[src/rtl/multi_mode_shift_sequencer.sv]
// Multi-cycle shift unit: loads an operand, then shifts it one bit per clock
// for a saturated programmable count in one of four modes, with
// start/busy/done handshake, hold (pause) and carry-out.
module multi_mode_shift_sequencer #(
  parameter int WIDTH = 16,
  parameter int CNT_W = $clog2(WIDTH + 1)
) (
  input  logic             clk,
  input  logic             rst_n,
  input  logic             start,
  input  logic [WIDTH-1:0] load_val,
  input  logic [CNT_W-1:0] amount,
  input  logic [1:0]       mode,
  input  logic             hold,
  output logic [WIDTH-1:0] out,
  output logic             carry,
  output logic             busy,
  output logic             done
);

  typedef enum logic [1:0] {
    IDLE  = 2'd0,
    SHIFT = 2'd1,
    DONE  = 2'd2
  } state_t;

  typedef enum logic [1:0] {
    ARITH_R = 2'b00,
    LOGIC_R = 2'b01,
    LOGIC_L = 2'b10,
    ROTATE_R = 2'b11
  } mode_t;

  localparam logic [CNT_W-1:0] MAX_CNT = CNT_W'(WIDTH);
  localparam logic [CNT_W-1:0] ONE_CNT = CNT_W'(1);

  state_t           state, state_nxt;
  mode_t            mode_q;
  logic [CNT_W-1:0] count;
  logic [CNT_W-1:0] amt_sat;
  logic [WIDTH-1:0] shifted;
  logic             shift_carry;

  // Requested count clamped to WIDTH (unsigned compare)
  always_comb begin
    amt_sat = amount;
    if (amount > MAX_CNT) amt_sat = MAX_CNT;
  end

  // One-bit shift of the current contents under the latched mode
  always_comb begin
    shifted     = out;
    shift_carry = 1'b0;
    case (mode_q)
      ARITH_R: begin
        shifted     = {out[WIDTH-1], out[WIDTH-1:1]};
        shift_carry = out[0];
      end
      LOGIC_R: begin
        shifted     = {1'b0, out[WIDTH-1:1]};
        shift_carry = out[0];
      end
      LOGIC_L: begin
        shifted     = {out[WIDTH-2:0], 1'b0};
        shift_carry = out[WIDTH-1];
      end
      ROTATE_R: begin
        shifted     = {out[0], out[WIDTH-1:1]};
        shift_carry = out[0];
      end
      default: begin
        shifted     = out;
        shift_carry = 1'b0;
      end
    endcase
  end

  // State register
  always_ff @(posedge clk) begin
    if (!rst_n) state <= IDLE;
    else        state <= state_nxt;
  end

  // Next-state logic and handshake outputs
  always_comb begin
    state_nxt = state;
    busy      = 1'b0;
    done      = 1'b0;
    case (state)
      IDLE: begin
        if (start) state_nxt = (amt_sat == '0) ? DONE : SHIFT;
      end
      SHIFT: begin
        busy = 1'b1;
        if (!hold && count == ONE_CNT) state_nxt = DONE;
      end
      DONE: begin
        done      = 1'b1;
        state_nxt = IDLE;
      end
      default: state_nxt = IDLE;
    endcase
  end

  // Operand, carry, count and mode registers
  always_ff @(posedge clk) begin
    if (!rst_n) begin
      out    <= '0;
      carry  <= 1'b0;
      count  <= '0;
      mode_q <= ARITH_R;
    end else begin
      case (state)
        IDLE: begin
          if (start) begin
            out    <= load_val;
            carry  <= 1'b0;
            count  <= amt_sat;
            mode_q <= mode_t'(mode);
          end
        end
        SHIFT: begin
          if (!hold) begin
            out   <= shifted;
            carry <= shift_carry;
            count <= count - ONE_CNT;
          end
        end
        default: ;
      endcase
    end
  end

endmodule

[config.mk]
export PLATFORM = sky130hd
export DESIGN_NAME = multi_mode_shift_sequencer
export DESIGN_NICKNAME = d
export VERILOG_FILES = /design/src/rtl/multi_mode_shift_sequencer.sv
export SDC_FILE = /design/constraint.sdc
export NUM_CORES = 1
export LEC_CHECK = 0
export ABC_AREA = 1
export CELL_PAD_IN_SITES_DETAIL_PLACEMENT = 1
export CELL_PAD_IN_SITES_GLOBAL_PLACEMENT = 1
export CORE_UTILIZATION = 34
export CTS_BUF_LIST = sky130_fd_sc_hd__clkbuf_16
export CTS_CLUSTER_DIAMETER = 30
export DETAILED_ROUTE_END_ITERATION = 8
export PLACE_DENSITY = 0.87
export SKIP_LAST_GASP = 1
export SYNTH_ARGS = -nofsm -noshare
export SYNTH_HDL_FRONTEND = slang
export SYNTH_SLANG_ARGS = --single-unit
[constraint.sdc]
create_clock -name clk -period 3.31 [get_ports clk]
set_input_delay 0.993 -clock clk [delete_from_list [all_inputs] [get_ports clk]]
set_output_delay 0.993 -clock clk [all_outputs]
set_load 0.1 [all_outputs]
==> results list, run 1 <==
* HPWL reported at the end of detailed placement: 2930 um
- Reg-to-reg slack, setup: 1.45 ns
- Number of global-route vias before repair: 1,529
- Synthesis inferred 26 register bits.
- Critical path buffer and inverter count: 2
* Hold Startpoint: count[4]
- The layout has 525 filler cells.
- Worst reg2reg path startpoint: state[0]
- In this run the deepest clock path goes through 2 buffers.
- For this block, the initial DRC count from the detailed router was 76.
- Syn nets: about 240
- CTS buffer count: 3
- For this run, the post-layout net count is 277.
* Top cells by area, synth: sky130_fd_sc_hd__dfxtp_1 (36%), sky130_fd_sc_hd__a21oi_1 (17%), sky130_fd_sc_hd__o21ai_1 (7.2%)
- Compared with the post-synthesis result, the final layout area differs by 33.2%.
- Clock tree from TritonCTS: built
- Required time of the critical path: 2.32 ns
- Yosys printed 0 warnings.
- The routed design could run at a clock period as short as 2.55 ns.
- Worst-path fanout max: 14
- Once the clock tree was built, the setup fixing pass inserted 0 buffers.
- Depth of the most critical reg-to-reg path: 5
- In the final routed layout, each cell accounts on average for roughly 15 um.
- Global-route wire length before repair: around 7300 um
- Die Height: 67.5 um
* Total of endpoints with negative setup slack in the final report: 0
* Slowest CP cell: sky130_fd_sc_hd__dfxtp_1
* Capturing element type of the critical path: output pin
* Clock slew at the register clock pins of the worst setup and hold paths: 0.06 ns
* Library cell occupying the most area in the post-synthesis netlist: sky130_fd_sc_hd__dfxtp_1
* IO Pins: 46
- The detail route stage leaves a number of antenna-violating nets equal to 0.
* Non-filler instance count after layout: 297
* Depth of the critical timing path with buffers and inverters included: 3
* Highest Clock Rate: between 300 and 400 MHz
- Quantity of I/O buffers inserted on ports: 45
* Syn Area/Cell: ~6.9 um^2
- Pin count of the biggest net entering global routing: 31
- Initial core utilization: 0.360
- The number of antenna violations at the first check in global routing was 0.
- Die Width: slightly below 70 um
* Clock Latency Late Sink: 0.27 ns
- Post-route total power: about 1.3 mW
- Dividing total power by cell area gives a power density of between 600 and 700 nW/um^2.
* Number of clock sinks: 26
- CTS built an H-tree with a depth of 1.
- Routability-driven placement finished with a final weighted congestion of 0.796.
- Overall die area: between 4000 and 5000 um^2
- The first detailed-routing pass ran for 4 iterations.
* Portion of the post-synthesis area used by sequential elements: 0.357
* Post-synthesis cell area: between 1000 and 1500 um^2
* Post_cts resized: 0
- Summed over all failing endpoints, the final setup total negative slack is 0 ns.
* Total via count in the routed design: 1,572
* MaxCap Viol Count: 0
- For hold timing, the worst endpoint is count[4].
* Worst min path class: reg2reg
- For this run, the slowest stage of the critical path takes 0.53 ns.
- Total wire length: about 4400 um
* Clock Skews: between 0.008 and 0.009 ns
* Standby leakage power: 0.774 nW
* Standard-cell rows: 23
- In this run, post-CTS hold repair placed 0 buffers.
- For this run, the total global-route usage over all layers was measured as 0.211.
- The max-slew violation total from the final report came to 0.
- CP Class: reg2out
- In this run the tightest slew margin relative to its limit is 0.467.
- Final hold viol count: 0
- After detailed placement, the design holds a cell count of about 290.
* Setup repair after global routing missed its margin: no
* Number of antenna repair diodes: 0
- DR DRC count: 0
- Slew @ Worst Pin: between 0.7 and 0.8 ns
* Via density: between 5 and 6
- The kind of cell with the highest combined delay along the critical path is flip-flops.
- The netlist uses 26 different library cells.
- Hold Crit Depth: 2
* Area of the core: ~4100 um^2
* Arrival time reported for the critical path endpoint: roughly 1.6 ns
- Of the post-synthesis cell area, the dominant cell type holds 0.357.
- Summed over all layers, the global routing overflow is 0.
- Post-synthesis cell count: 210
- Ordered list of cells on the worst path: inv_2 > nor2_4 > buf_4
- Crit start category: register
- The cell sitting at the root of the clock tree is a sky130_fd_sc_hd__clkbuf_16.
- In the final layout, the share of cells above drive strength 1 is 0.134.
- Final period utilization: 0.771
- The worst-case IR drop observed on VDD is roughly 0.33 mV.
* Reg-to-reg endpoint: out[15]
- The run finished with clean final reports.
-- cell type report --
cell class	instances	area, um^2	share of cell area
multi-input cells	152	773	0.398
flip-flops and latches	26	520	0.268
repair buffers	46	410	0.211
clock buffers	3	75.1	0.0386
inverters	19	71.3	0.0367
well taps	50	62.6	0.0322
clock inverters	1	30.0	0.0155
-- flip-flops by register name (all words and copies together), names as in the netlist --
register,cells
count,5
carry,1
out,16
state,2
mode_q,2
-- worst max-delay path by stage --
| stage | start | end | slack (ns) |
|---|---|---|---|
| 6_report | state[0] | busy | 0.76 |
| 5_1_grt | state[0] | busy | 0.67 |
| 4_1_cts | state[0] | busy | 0.75 |
| 3_5_place_dp | hold | count[2] | 0.64 |
| 3_3_place_gp | hold | count[2] | 0.69 |
| 2_1_floorplan | state[1] | done | 0.56 |
-- worst reg2reg max path, stage by stage (launching register included) --
cell,delay [ns]
sky130_fd_sc_hd__dfxtp_1,0.53
sky130_fd_sc_hd__nand2_4,0.28
sky130_fd_sc_hd__o21ai_4,0.61
sky130_fd_sc_hd__nand2_1,0.16
sky130_fd_sc_hd__nor2_1,0.14
sky130_fd_sc_hd__nor2_1,0.05
-- placed cells by master (no fill, tap or decap), drive strengths merged, types with 3 or more instances in the layout --
cell	Yosys	layout
a21oi	51	51
buf	10	20
clkbuf	3	3
clkdlybuf4s50	0	26
dfxtp	26	26
inv	19	19
nand2	28	28
nand3	9	9
nor2	17	17
o211ai	5	5
o21ai	35	35
-- synthesized netlist by cell type (all sizes together) --
cell type,instances
o21ai,35
a31oi,1
clkbuf,3
nand4,1
inv,19
nand2,28
nor3,1
o21bai,1
or2,1
nand3,9
dfxtp,26
a21oi,51
nor2,17
buf,10
ha,2
o211ai,5
-- through the flow --
step	hold WS [ns]	util	cell area (um^2)	worst slack [ns]
detailed placement	0.488	0.453	1840	0.637
finish	0.496	0.479	1940	0.759
global route	0.527	0.479	1940	0.672
CTS	0.498	0.479	1940	0.751
floorplan	0.457	-	1460	0.564
global placement	0.475	0.453	1840	0.685
-- power by group --
| group | switching [mW] | internal [mW] | total [mW] | leakage (nW) |
|---|---|---|---|---|
| Sequential | 0.0414 | 0.355 | 0.396 | 0.215 |
| Clock | 0.119 | 0.241 | 0.360 | 0.0511 |
| Combinational | 0.389 | 0.134 | 0.522 | 0.508 |
-- kinds of logic after synthesis --
logic type      count (synthesis)  share of synthesized area
flops                          26                      0.357
simple gates                   57                      0.172
fa+ha+maj                       2                     0.0171
buf+inv                        32                      0.113
compound gates                 93                      0.340
-- routing by layer --
metal | up-vias | share of wire | GRT usage
met4 | 0 | 0.024 | 0.0824
met1 | 734 | 0.48 | 0.273
met5 | - | 0 | 0
li1 | 797 | - | -
met2 | 32 | 0.47 | 0.351
met3 | 9 | 0.026 | 0.0253
Power figures use the tool's default switching activity.
==> inputs of run 2 (changes only) <==
Settings changed: CORE_UTILIZATION 34 to 29, PLACE_DENSITY 0.87 to 0.79.
Clock period 3.31 ns to 2.3 ns, I/O delays scaled along.
==> run 2 against run 1 <==
  * Sequential cell count did not move
  * Non-clock buffer count rose by 6
  * Sequential share of layout area fell by 0.90 points
  * Combinational power rose by 49%
  * Largest power group unchanged
  * Sequential power rose by 44%
  * Routed wire length rose by 0.43%
  * First-iteration DRC count fell by 9.2%
  * Highest routed layer unchanged
==> results list, run 2 (synthesized netlist as in run 1, its figures left out) <==
* Die Height: 72.9 um (+8.0%)
* Global-route wire length before repair: 7550 um (+3.6%)
* Ratio of cells with drive above 1 in the final layout: 0.154 (+0.0205)
- The combined global-route utilization of all metal layers came to 0.184 (-0.0263).
- The initial DRC count is 69 (-9.2%).
- The final cell count without fillers was 320 (+7.7%).
* Capturing element type of the critical path: output pin
- The clock skew after layout is 0.000921 ns (-0.00788 ns).
- The worst slew margin relative to its limit came to 0.530 (+0.0632).
* Critical path buffer and inverter count: 2 (unchanged)
* Commonest non-fill, non-tap cells in the layout: sky130_fd_sc_hd__a21oi_1 (50), sky130_fd_sc_hd__nand2_1 (26), sky130_fd_sc_hd__dfxtp_1 (26), sky130_fd_sc_hd__clkdlybuf4s50_1 (26), sky130_fd_sc_hd__buf_4 (24)
- The initial core utilization is 0.305 (-0.0547).
- Crit start category: register
- Final count of pins violating max slew: 0 (unchanged)
- The critical path required time was 1.61 ns (-0.71 ns).
* Arrival time reported for the critical path endpoint: 1.18 ns (-0.38 ns)
- Post-route ant nets: 0 (unchanged)
- Flip-flop count of the largest register, all copies and words added: 16 (unchanged)
- The detailed-route via count is 1,574 (+0.13%).
- The number of buffers inserted by post-CTS setup repair came to 0 (unchanged).
- The level count of the clock H-tree came to 1 (unchanged).
- Final hold viol count: 0 (unchanged)
* Number of buffers inserted by hold repair at cts: 0 (unchanged)
- Derived from the worst setup path, the maximum achievable clock frequency is 535 MHz.
- The summed negative setup slack over all endpoints came to 0 ns (unchanged).
- The number of antenna violations at the first check in global routing is 0 (unchanged).
- The peak supply drop was 0.444 mV (+36%).
- CP Class: reg2out
* Shortest clock period the worst path allows after layout: 1.87 ns
- The flip-flop and latch area is 520 um^2 (unchanged).
- HPWL reported at the end of detailed placement: 3280 um (+12%)
- The run finished with clean final reports.
* Clock tree from TritonCTS: built
- Clock slew at the register clock pins of the worst setup and hold paths: 0.07 ns (about the same)
- Overall die area: 5320 um^2 (+17%)
* CTS buffer count: 3 (unchanged)
- The max-cap check violation count came to 0 (unchanged).
- The maximum single-stage delay on the critical path came to 0.52 ns (about the same).
- Number of antenna repair diodes: 0 (unchanged)
* Total of endpoints with negative setup slack in the final report: 0 (unchanged)
- Leaving out fill and tap cells, the most frequent cell in the layout is sky130_fd_sc_hd__a21oi_1.
* Max Buffers Root-to-Sink: 2 (unchanged)
- The total wirelength of the detailed-routed design is 4460 um (+0.43%).
- Fill cell count: 600 (+14%)
* Worst path top cell family by delay: flip-flops
- The final estimated routing congestion in global placement was 0.811 (+1.9%).
* P&R area growth vs syn: 37.8%
- The biggest fanout along the worst timing path is 7 (-7).
- The power density over cell area was 865 nW/um^2 (+31%).
- Dividing the final minimum period by the clock period gives 0.813.
- The number of top-level pins came to 46 (unchanged).
- The number of cells upsized or downsized after cts is 0 (unchanged).
- Quantity of I/O buffers inserted on ports: 45 (unchanged)
- Number of optimization iterations in the first detailed-route pass: 4 (unchanged)
* Slowest CP cell: sky130_fd_sc_hd__dfxtp_1
- Pin count of the biggest net entering global routing: 30 (-3.2%)
- Standby leakage power: 0.796 nW (+2.9%)
- The register with the most flip-flops in the final layout is out.
- Number of clock sinks: 26 (unchanged)
- The worst hold path belongs to the class reg2reg.
- Area of the core: 4790 um^2 (+18%)
* Final net count: 283 (+2.2%)
- Cell total after placement: 316 (+7.8%)
* Ordered list of cells on the worst path: inv_2 > nor2_4 > buf_12
- Registers with the most flip-flops: out: 16 flops, count: 5 flops
* Total congestion overflow: 0 (unchanged)
- Slew @ Worst Pin: 0.702 ns (-0.0955 ns)
- Multi-input gate area in the final layout: 776 um^2 (+0.32%)
- The row count came to 25 (+8.7%).
- Average wire per cell in the routed design: 13.9 um (-6.8%)
* Via density: 4.92 (-7.1%)
- Number of global-route vias before repair: 1,550 (+1.4%)
- The number of remaining DRC errors came to 0 (unchanged).
- Clock Latency Late Sink: 0.26 ns (about the same)
- Clock Tree Root: sky130_fd_sc_hd__clkbuf_16
* Setup repair after global routing missed its margin: no
* Die Width: 72.9 um (+8.0%)
## run 2: cell count changes in the layout (fill, tap and decap cells not counted), sizes merged
cell	delta
buf	+6
bufinv	-1
clkinv	+1
## run 2: path summary, 6_finish.rpt
kind	slack, ns	startpoint	endpoint	cells past startpoint
worst max register to register	0.81	state[0]	out[6]	5
worst min-delay path	0.49	count[4]	count[4]	2
worst min register to register	0.49	count[4]	count[4]	2
worst max-delay path	0.43	state[0]	busy	3
## run 2: area by class of cell
class / instances / share of cell area
flip-flops and latches: 26 / 0.259
well taps: 67 / 0.0417
inverters: 19 / 0.0355
clock inverters: 1 / 0.00187
clock buffers: 3 / 0.0373
repair buffers: 52 / 0.239
multi-input cells: 152 / 0.386
## run 2: per-stage QoR
| stage | area (um^2) | setup WS (ns) | util | hold WS (ns) | power, mW |
|---|---|---|---|---|---|
| floorplan | 1460 | 0.322 | - | 0.457 | 1.16 |
| global placement | 1930 | 0.226 | 0.404 | 0.472 | 1.35 |
| detailed placement | 1930 | 0.184 | 0.404 | 0.480 | 1.36 |
| CTS | 2010 | 0.409 | 0.420 | 0.490 | 1.75 |
| global route | 2010 | 0.285 | 0.420 | 0.522 | 1.84 |
| finish | 2010 | 0.429 | 0.420 | 0.486 | 1.74 |
## run 2: per-layer routing
metal / vias to the layer above / share of wire / GRT usage
met3: 2 / 0.029 / 0.0304
met4: 0 / 0.0076 / 0.0392
met5: - / 0 / 0
li1: 803 / - / -
met2: 26 / 0.48 / 0.306
met1: 743 / 0.49 / 0.251
## run 2: worst min-delay path, cell delays in order, from the launching register on
cell and delay [ns]:
sky130_fd_sc_hd__dfxtp_1 0.32, sky130_fd_sc_hd__nand2_1 0.06, sky130_fd_sc_hd__a21oi_1 0.05
## run 2: power breakdown
part	leakage (nW)	total [mW]	internal [mW]	switching [mW]
Combinational	0.543	0.778	0.217	0.562
Sequential	0.215	0.570	0.511	0.0596
Clock	0.0385	0.391	0.233	0.158
==> edit (config.mk and constraints of run 2) <==
`WIDTH`: 16 -> 8.
--- a/src/rtl/multi_mode_shift_sequencer.sv
+++ b/src/rtl/multi_mode_shift_sequencer.sv
@@ -4,3 +4,3 @@
 module multi_mode_shift_sequencer #(
-  parameter int WIDTH = 16,
+  parameter int WIDTH = 8,
   parameter int CNT_W = $clog2(WIDTH + 1)
Ports: changed (resized amount, load_val and out); port bits go from 46 to 29. No check against the original RTL was run, so the function may have changed too.
==> edit against run 2 <==
  * First-iteration DRC count decreased by 45%
  * Routed wire length decreased by 34%
  * Clock skew increased by 0.0015 ns
  * Combinational power decreased by 40%
  * Sequential share of layout area decreased by 0.54 points
  * Clock power decreased by 8.2%
  * Total power decreased by 31%
  * Area after synthesis decreased by 35%
  * Sequential power decreased by 35%
  * Maximum frequency decreased by 0.19%
  * Cell area decreased by 33%
  * Sequential cell count decreased by 9
  * Setup slack got worse by 0.0036 ns
  * Critical path type unchanged
==> edit: results (changes against run 2) <==
share of layout cells above drive strength 1=15.0% (-0.44 points); Cell variety after synth=22 (-15%); Post-Route WL=2950 um (-34%); clock skew=0.00241 ns (+0.00148 ns); Post-synth top cells=a21oi_1 (29), nand2_1 (20), o21ai_0 (19); Hold Worst Slack=0.497 ns (+0.0101 ns); # fillers=399 (-34%); clk slew on worst S/H paths=0.05 ns (-0.02 ns); R2R depth=6 (+1); total vias in the final route=1063 (-32%); CP max stage cell=dfxtp_1; GP Congestion=0.835 (+2.9%); Place WS=0.215 ns (+0.0313 ns); register area share after synthesis=35.6% (about the same); slew margin rel.=66.1% (+13 points); Nets=188 (-34%); DP Area=0.00126 mm2 (-35%); placed cells=207 (-34%); synth top area cells=dfxtp_1 (36%), a21oi_1 (15%), o21ai_0 (10%); Worst Hold End=count[3]; crit-path max FO=5 (-2); Total Routing Usage GR=18.7% (+0.27 points); min-delay src=count[3]; status=finished, final reports clean; DR iter-0 viols=38 (-45%); Port Buffer Count=28 (-38%); syn nets=159 (-33%); LEAKAGE=0.541 nW (-32%)
==> edit: report_power, final <==
part	switching [mW]	internal, mW	leakage [nW]
logic	0.332	0.134	0.360
registers	0.0391	0.333	0.141
clock network	0.126	0.233	0.0409
==> edit: worst reg2reg max path: cells and delay by family, from the launching register on <==
family | cells | cell delay, ns
AND/OR/NAND/NOR | 5 | 0.55
flip-flops | 1 | 0.51
AO/OA/AOI/OAI | 1 | 0.35
==> edit: kinds of logic after synthesis <==
kind of cell             Yosys count  share of synthesized area [%]
AO/OA/AOI/OAI                     51                           28.2
AND/OR/NAND/NOR                   50                           23.9
buffers and inverters             18                           8.78
flip-flops                        17                           35.6
adder cells (fa/ha/maj)            2                           2.62
XOR/XNOR                           1                          0.918
==> edit: area by class of cell <==
class | count | area [um2] | share of cell area, %
sequential | 17 | 340 | 25.3
clock buffer | 3 | 75.1 | 5.59
clock inverter | 1 | 5.00 | 0.373
timing repair buffer | 29 | 285 | 21.2
tap | 44 | 55.1 | 4.10
inverter | 13 | 48.8 | 3.63
multi-input combinational | 104 | 533 | 39.7
==> edit: metal layers <==
layer / global-route usage, % / vias to the layer above / routed length, um
met5: 0 / - / 0
met4: 4.08 / 0 / 15
met3: 5.02 / 2 / 160
met2: 34.7 / 32 / 1540
met1: 21.1 / 511 / 1240
li1: - / 518 / -
==> edit: worst max-delay path by stage <==
| stage | to | slack [ns] | from | cells after the start |
|---|---|---|---|---|
| final | done | 0.43 | state[1] | 3 |
| after detailed placement | count[3] | 0.22 | hold | 6 |
| after CTS | done | 0.42 | state[1] | 3 |
| after global routing | count[3] | 0.27 | hold | 6 |
| after global placement | out[6] | 0.29 | hold | 5 |
| after floorplan | done | 0.28 | state[1] | 2 |
